===== src/rtl/dac_tx_feeder.sv =====
// Packs a 16-bit I/Q host word stream into 32-bit {I,Q} words for the dac_tx sample FIFO.
// Runs fixed-length bursts with watermark back-pressure, drain detection and underrun counting.
module dac_tx_feeder #(
    parameter int HIGH_WATER = 32000,
    parameter int CNT_W      = 16
) (
    input  logic             clk,
    input  logic             reset,
    input  logic [15:0]      in_data,
    input  logic             in_valid,
    output logic             in_ready,
    input  logic [CNT_W-1:0] burst_len,
    input  logic             burst_start,
    input  logic             burst_abort,
    output logic             burst_busy,
    output logic             burst_done,
    output logic [CNT_W-1:0] underrun_cnt,
    output logic [31:0]      fifo_data_in,
    output logic             fifo_we,
    input  logic [15:0]      fifo_data_cnt,
    input  logic             fifo_full,
    input  logic             fifo_empty,
    output logic [1:0]       state_dbg
);

    // Handshake: a host word transfers on every rising clk edge where in_valid && in_ready;
    // in_valid may be held or dropped freely, in_ready never depends on in_valid.

    typedef enum logic [1:0] {
        IDLE   = 2'd0,
        STREAM = 2'd1,
        FLUSH  = 2'd2
    } state_t;

    localparam logic [15:0]      HW_CNT  = 16'(HIGH_WATER);
    localparam logic [CNT_W-1:0] CNT_ONE = CNT_W'(1);

    state_t           state, state_n;
    logic             half, half_n;
    logic [15:0]      i_hold, i_hold_n;
    logic [CNT_W-1:0] remaining, remaining_n;
    logic [31:0]      data_n;
    logic             we_n;
    logic             done_n;
    logic [CNT_W-1:0] underrun_n;

    logic empty_m, empty_s, empty_d;
    logic stall;
    logic accept;
    logic underrun_evt;

    // fifo_empty comes from the DAC clock domain; resynchronise before any use.
    always_ff @(posedge clk) begin
        if (reset) begin
            empty_m <= 1'b1;
            empty_s <= 1'b1;
            empty_d <= 1'b1;
        end else begin
            empty_m <= fifo_empty;
            empty_s <= empty_m;
            empty_d <= empty_s;
        end
    end

    assign stall        = fifo_full || (fifo_data_cnt >= HW_CNT);
    assign in_ready     = (state == STREAM) && !stall && (remaining != '0);
    assign accept       = in_valid && in_ready;
    assign burst_busy   = (state == STREAM) || (state == FLUSH);
    assign state_dbg    = state;
    assign underrun_evt = (state == STREAM) && empty_s && !empty_d;

    always_comb begin
        state_n     = state;
        half_n      = half;
        i_hold_n    = i_hold;
        remaining_n = remaining;
        data_n      = fifo_data_in;
        we_n        = 1'b0;
        done_n      = 1'b0;
        unique case (state)
            IDLE: begin
                // A coincident abort suppresses the start.
                if (burst_start && !burst_abort) begin
                    if (burst_len == '0) begin
                        done_n = 1'b1;
                    end else begin
                        state_n     = STREAM;
                        remaining_n = burst_len;
                        half_n      = 1'b0;
                    end
                end
            end
            STREAM: begin
                if (burst_abort) begin
                    state_n     = IDLE;
                    half_n      = 1'b0;
                    remaining_n = '0;
                end else if (accept) begin
                    if (!half) begin
                        i_hold_n = in_data;
                        half_n   = 1'b1;
                    end else begin
                        data_n      = {i_hold, in_data};
                        we_n        = 1'b1;
                        half_n      = 1'b0;
                        remaining_n = remaining - CNT_ONE;
                        if (remaining == CNT_ONE) begin
                            state_n = FLUSH;
                        end
                    end
                end
            end
            FLUSH: begin
                if (burst_abort) begin
                    state_n     = IDLE;
                    half_n      = 1'b0;
                    remaining_n = '0;
                end else if (empty_s) begin
                    state_n = IDLE;
                    done_n  = 1'b1;
                end
            end
            default: begin
                state_n = IDLE;
            end
        endcase
    end

    // Underrun counter saturates rather than wrapping so a long outage stays visible.
    always_comb begin
        underrun_n = underrun_cnt;
        if (underrun_evt && (underrun_cnt != '1)) begin
            underrun_n = underrun_cnt + CNT_ONE;
        end
    end

    always_ff @(posedge clk) begin
        if (reset) begin
            state        <= IDLE;
            half         <= 1'b0;
            i_hold       <= '0;
            remaining    <= '0;
            fifo_data_in <= '0;
            fifo_we      <= 1'b0;
            burst_done   <= 1'b0;
            underrun_cnt <= '0;
        end else begin
            state        <= state_n;
            half         <= half_n;
            i_hold       <= i_hold_n;
            remaining    <= remaining_n;
            fifo_data_in <= data_n;
            fifo_we      <= we_n;
            burst_done   <= done_n;
            underrun_cnt <= underrun_n;
        end
    end

endmodule


===== config.mk =====
export PLATFORM = sky130hd
export DESIGN_NAME = dac_tx_feeder
export DESIGN_NICKNAME = d
export VERILOG_FILES = /design/src/rtl/dac_tx_feeder.sv
export SDC_FILE = /design/constraint.sdc
export NUM_CORES = 1
export LEC_CHECK = 0
export BUFFER_PORTS_ARGS = -buffer_cell sky130_fd_sc_hd__buf_4
export CORE_MARGIN = 2
export CORE_UTILIZATION = 47
export CTS_CLUSTER_SIZE = 8
export DETAILED_ROUTE_END_ITERATION = 10
export GPL_TIMING_DRIVEN = 1
export MAX_ROUTING_LAYER = met4
export PLACE_DENSITY = 0.71
export RECOVER_POWER = 100
export SLEW_MARGIN = 10
export SYNTH_ARGS = -nofsm -noshare
export SYNTH_HDL_FRONTEND = slang
export SYNTH_SLANG_ARGS = --single-unit

===== constraint.sdc =====
create_clock -name clk -period 6.2 [get_ports clk]
set_input_delay 1.24 -clock clk [delete_from_list [all_inputs] [get_ports clk]]
set_output_delay 1.24 -clock clk [all_outputs]
set_load 0.01 [all_outputs]

# Word-level counts from Yosys, hierarchy flattened
# Index checks and enable logic that the tools add are counted.
# totals
reg_bits	88
out_inout_bits	54
elab_cells	80
# op_classes
mux	29
n_reduce_logical	22
n_addsub	2
n_bitwise	4
n_eq_ne	11
n_lt_le_gt_ge	1
# op_table
op	count
2-to-1 mux 16 bit	6
one-hot mux 16 bit (3 select lines)	1
adder 16 x 1 -> 16 bit, second input constant	1
equality test 16 x 1 -> 1 bit, second input constant	1
>= comparator 16 x 15 -> 1 bit, second input constant	1
zero test 16 bit	1
2-to-1 mux 2 bit	8
inequality test 16 bit, second input constant	1
nonzero test 16 bit	1
subtractor 16 x 1 -> 16 bit, second input constant	1
AND reduction 6 bit	2
2-to-1 mux 1 bit	11
inequality test 3 bit, second input constant	3
AND reduction 4 bit	2
logical AND 1 bit	7
inequality test 2 bit, second input constant	3
one-hot mux 2 bit (3 select lines)	1
AND reduction 5 bit	1
NOT 1 bit	4
OR reduction 4 bit	1
zero test 1 bit	3
inequality test 3 x 2 -> 1 bit, second input constant	1
one-hot mux 1 bit (3 select lines)	1
nonzero test 3 bit	1
other kinds (5)	6

# Depth between registers and ports, before layout
# logic_depth
ltp_word	9
ltp_mapped	9
ltp_nobuf	7

# Worst setup path before layout
# Ideal clock, no wire load.
# synth_timing
kind	in2out
startpoint	in fifo_data_cnt[9]
endpoint	out in_ready
arrival_ns	1.714
cell_stages	3
slack_ns	3.246
path_buffers	0
path_cell_list	o21ai_0 o211ai_1 nor2_1
# synth_via
elab_chain_cells	5
# synth_lines
item	line	text
start: declaration	20	input logic [15:0] fifo_data_cnt,
>= comparator 16 x 15 -> 1 bit	65	assign stall = fifo_full || (fifo_data_cnt >= HW_CNT);
logical OR 1 bit	65	
zero test 1 bit	66	assign in_ready = (state == STREAM) && !stall && (remaining != '0);
logical AND 1 bit (2 in series)	66	
end: declaration	11	output logic in_ready,
# No other way between the ends.

==> metrics.md <==
| Metric | Value |
|---|---|
| Final #Nets | `599` |
| Number of CTS-inserted buffers | `9` |
| Core ar. | `0.00859 sq mm` |
| Element type at the critical path end | `register` |
| Routed wire length | `9930 um` |
| Routing usage on met2 | `33.4%` |
| Layout filler cell count | `857` |
| Synthesized Nets | `506` |
| Pre-antenna DRT Iters | `4` |
| DRC violations left | `0` |
| Largest net degree at the start of global routing | `96` |
| Clock Pin Slew Worst Setup and Hold Paths | `100 ps` |
| Hold_buf cts | `0` |
| Pre-CTS setup slack | `2590 ps` |
| Crit path kind | `in -> reg` |
| Row cnt | `34` |
| Dpl cells | `633` |
| Initial Utilization | `47.6%` |
| Area contributors post-synth | `dfxtp_1, mux2i_1, nor2_1` |
| Final worst setup slack | `1830 ps` |
| Routed Antenna Nets | `0` |
| Total number of vias | `3605` |
| Routability cong. | `0.922` |
| Maximum vdd drop | `0.000139 V` |
| Syn. warnings | `0` |
| Die Area | `0.00946 sq mm` |
| Met3 Resource Use GR | `4.82%` |
| Via/cell ratio | `5.55` |
| Crit path max fanout | `95` |
| Met1 Use GR | `27.9%` |
| Arr. time, crit path | `4450 ps` |
| Count of final setup violators | `0` |
| Setup TNS | `0 ps` |
| Clock sinks | `88` |
| Fin cells | `649` |
| Clk Latency, worst-skew pair | `360 ps` |
| Initial antenna violation count | `0` |
| Busiest layer in global routing | `met2` |
| Yosys top cell by area | `dfxtp_1` |
| Library cells used by synthesis | `53` |
| Initial drt markers | `128` |
| Crit share post-route | `70.5%` |
| Hold Crit Class | `reg -> reg` |
| Share of layout cells above drive strength 1 | `14.2%` |
| Max-slew headroom | `-167%` |
| GRT Residual Overflow | `0` |
| Avg WL per Cell | `15.3 um` |
| RSZ-0062 raised after global routing | `no` |
| Worst setup SP type | `primary input` |
| Slew of the pin with the lowest slew margin | `4000 ps` |
| Syn-to-layout area delta | `18.8%` |
| Max H-tree Level | `3` |
| Die height | `97.3 um` |
| Pwr dens | `302 mW/mm^2` |
| GRT Resource Usage Total | `21.5%` |
| Violated checks | `max-capacitance violations, max-slew violations` |
| Post-synth top cells | `dfxtp_1, nor2_1, mux2i_1, a21oi_1, xnor2_1` |
| HPWL Detailed | `6920 um` |
| Vias in the first global route | `3516` |
| Resize count post-CTS | `0` |
| CP Data Required Time | `6280 ps` |
| Diodes inserted | `0` |
| Top-area cell type share of the netlist area | `43.1%` |
| Ys flop type | `dfxtp_1` |
| Most numerous cell in the Yosys netlist | `dfxtp_1` |
| Clk buf depth | `2` |
| F_max | `0.229 GHz` |
| Outcome | `complete, but fails checks` |
| Total Power | `0.00147 W` |
| Seq cells post-synth | `88` |
| Final hold vios | `0` |
| Post-synthesis cell count | `443` |
| Fin. max-slew vios | `104` |
| Fin Clk Skew | `15.9 ps` |
| Overall die width | `97.3 um` |
| Post-CTS Setup Inserts | `0` |
| CTS tree | `done` |
| # IOs | `109` |
| Max_cap viols | `2` |
| Post-synth ARST share | `0%` |
| Port bufs | `100` |
| Post-synth EDFFs | `0` |
| Seq/Total Area, Yosys | `43.1%` |
| Mapped Area | `0.00409 sq mm` |
| Avg Inst Size Synth | `9.23 sq um` |
| Leak pwr | `1.67 nW` |
| First-pass GRT wire length | `16500 um` |
| Root Buffer | `clkbuf_8` |
| Tmin final | `4370 ps` |
-- worst max-delay path, cell delays in order --
cell and delay (ps):
clkbuf_1 2760, nand2b_1 330, o32ai_1 90
-- per-layer routing --
| metal | part of all wire (%) | routed length [um] |
|---|---|---|
| met1 | 45 | 4500 |
| met2 | 47 | 4670 |
| met3 | 6.1 | 605 |
| met4 | 1.6 | 155 |
| met5 | 0 | 0 |
-- flip-flops by register name, indices dropped and copies added (netlist names) --
signal / cells
empty_m: 1
empty_s: 1
fifo_data_in: 32
i_hold: 16
underrun_cnt: 16
empty_d: 1
state_dbg: 2
burst_done: 1
remaining: 16
fifo_we: 1
half: 1
-- where the power goes --
group / internal (W) / total [W] / switching, W / leakage (nW)
registers: 0.000602 / 0.000643 / 0.0000413 / 0.712
logic: 0.000171 / 0.000433 / 0.000262 / 0.862
clock network: 0.000159 / 0.000392 / 0.000233 / 0.0981
total: 0.000932 / 0.00147 / 0.000536 / 1.67
-- cells in the final DEF (no fill, tap or decap), types with 10 or more instances in the layout --
master    synthesis  routed
dfxtp_1          88      88
inv_1            10      10
mux2i_1          49      49
nand2_1          13      13
a21oi_1          19      19
xnor2_1          17      17
clkbuf_1         14      54
nor2_1           83      83
nor3_1           14      14
buf_4             3      49
nor4_1           14      14
-- per-stage QoR --
| step | instance area (sq um) | utilization (%) | hold WS (ps) |
|---|---|---|---|
| 6_report | 4860 | 56.5 | 412 |
| 5_1_grt | 4860 | 56.5 | 430 |
| 4_1_cts | 5070 | 59.0 | 412 |
| 3_5_place_dp | 4870 | 56.7 | 397 |
| 3_3_place_gp | 4870 | 56.7 | 392 |
| 2_1_floorplan | 4090 | - | 389 |
-- cells by family (layout without fill, tap and decap cells) --
group	Yosys count	after routing	share of synthesized area, %
muxes	50	50	12.3
xor gates and xnor gates	18	18	3.86
adders and majority gates	8	8	2.45
and+or+nand+nor	181	181	22.8
buffers and inverters	32	130	4.29
AOI/OAI and AO/OA	66	66	11.2
DFF	88	88	43.1
-- final timing paths --
check	start	to	slack [ps]	cells after the start
worst max-delay path	reset	remaining[14]	1830	3
worst min-delay path	empty_m	empty_s	410	1
worst max register to register	remaining[0]	remaining[0]	2450	7
worst min register to register	empty_m	empty_s	410	1
-- final cells by class --
type	instances	area (sq um)	share of cell area, %
repair buffers	103	571	11.7
well taps	108	135	2.78
multi-input cells	323	2150	44.2
clock buffers	9	124	2.55
inverters	11	41.3	0.850
clock inverters	7	75.1	1.55
flip-flops and latches	88	1760	36.3
Power figures use the tool's default switching activity.
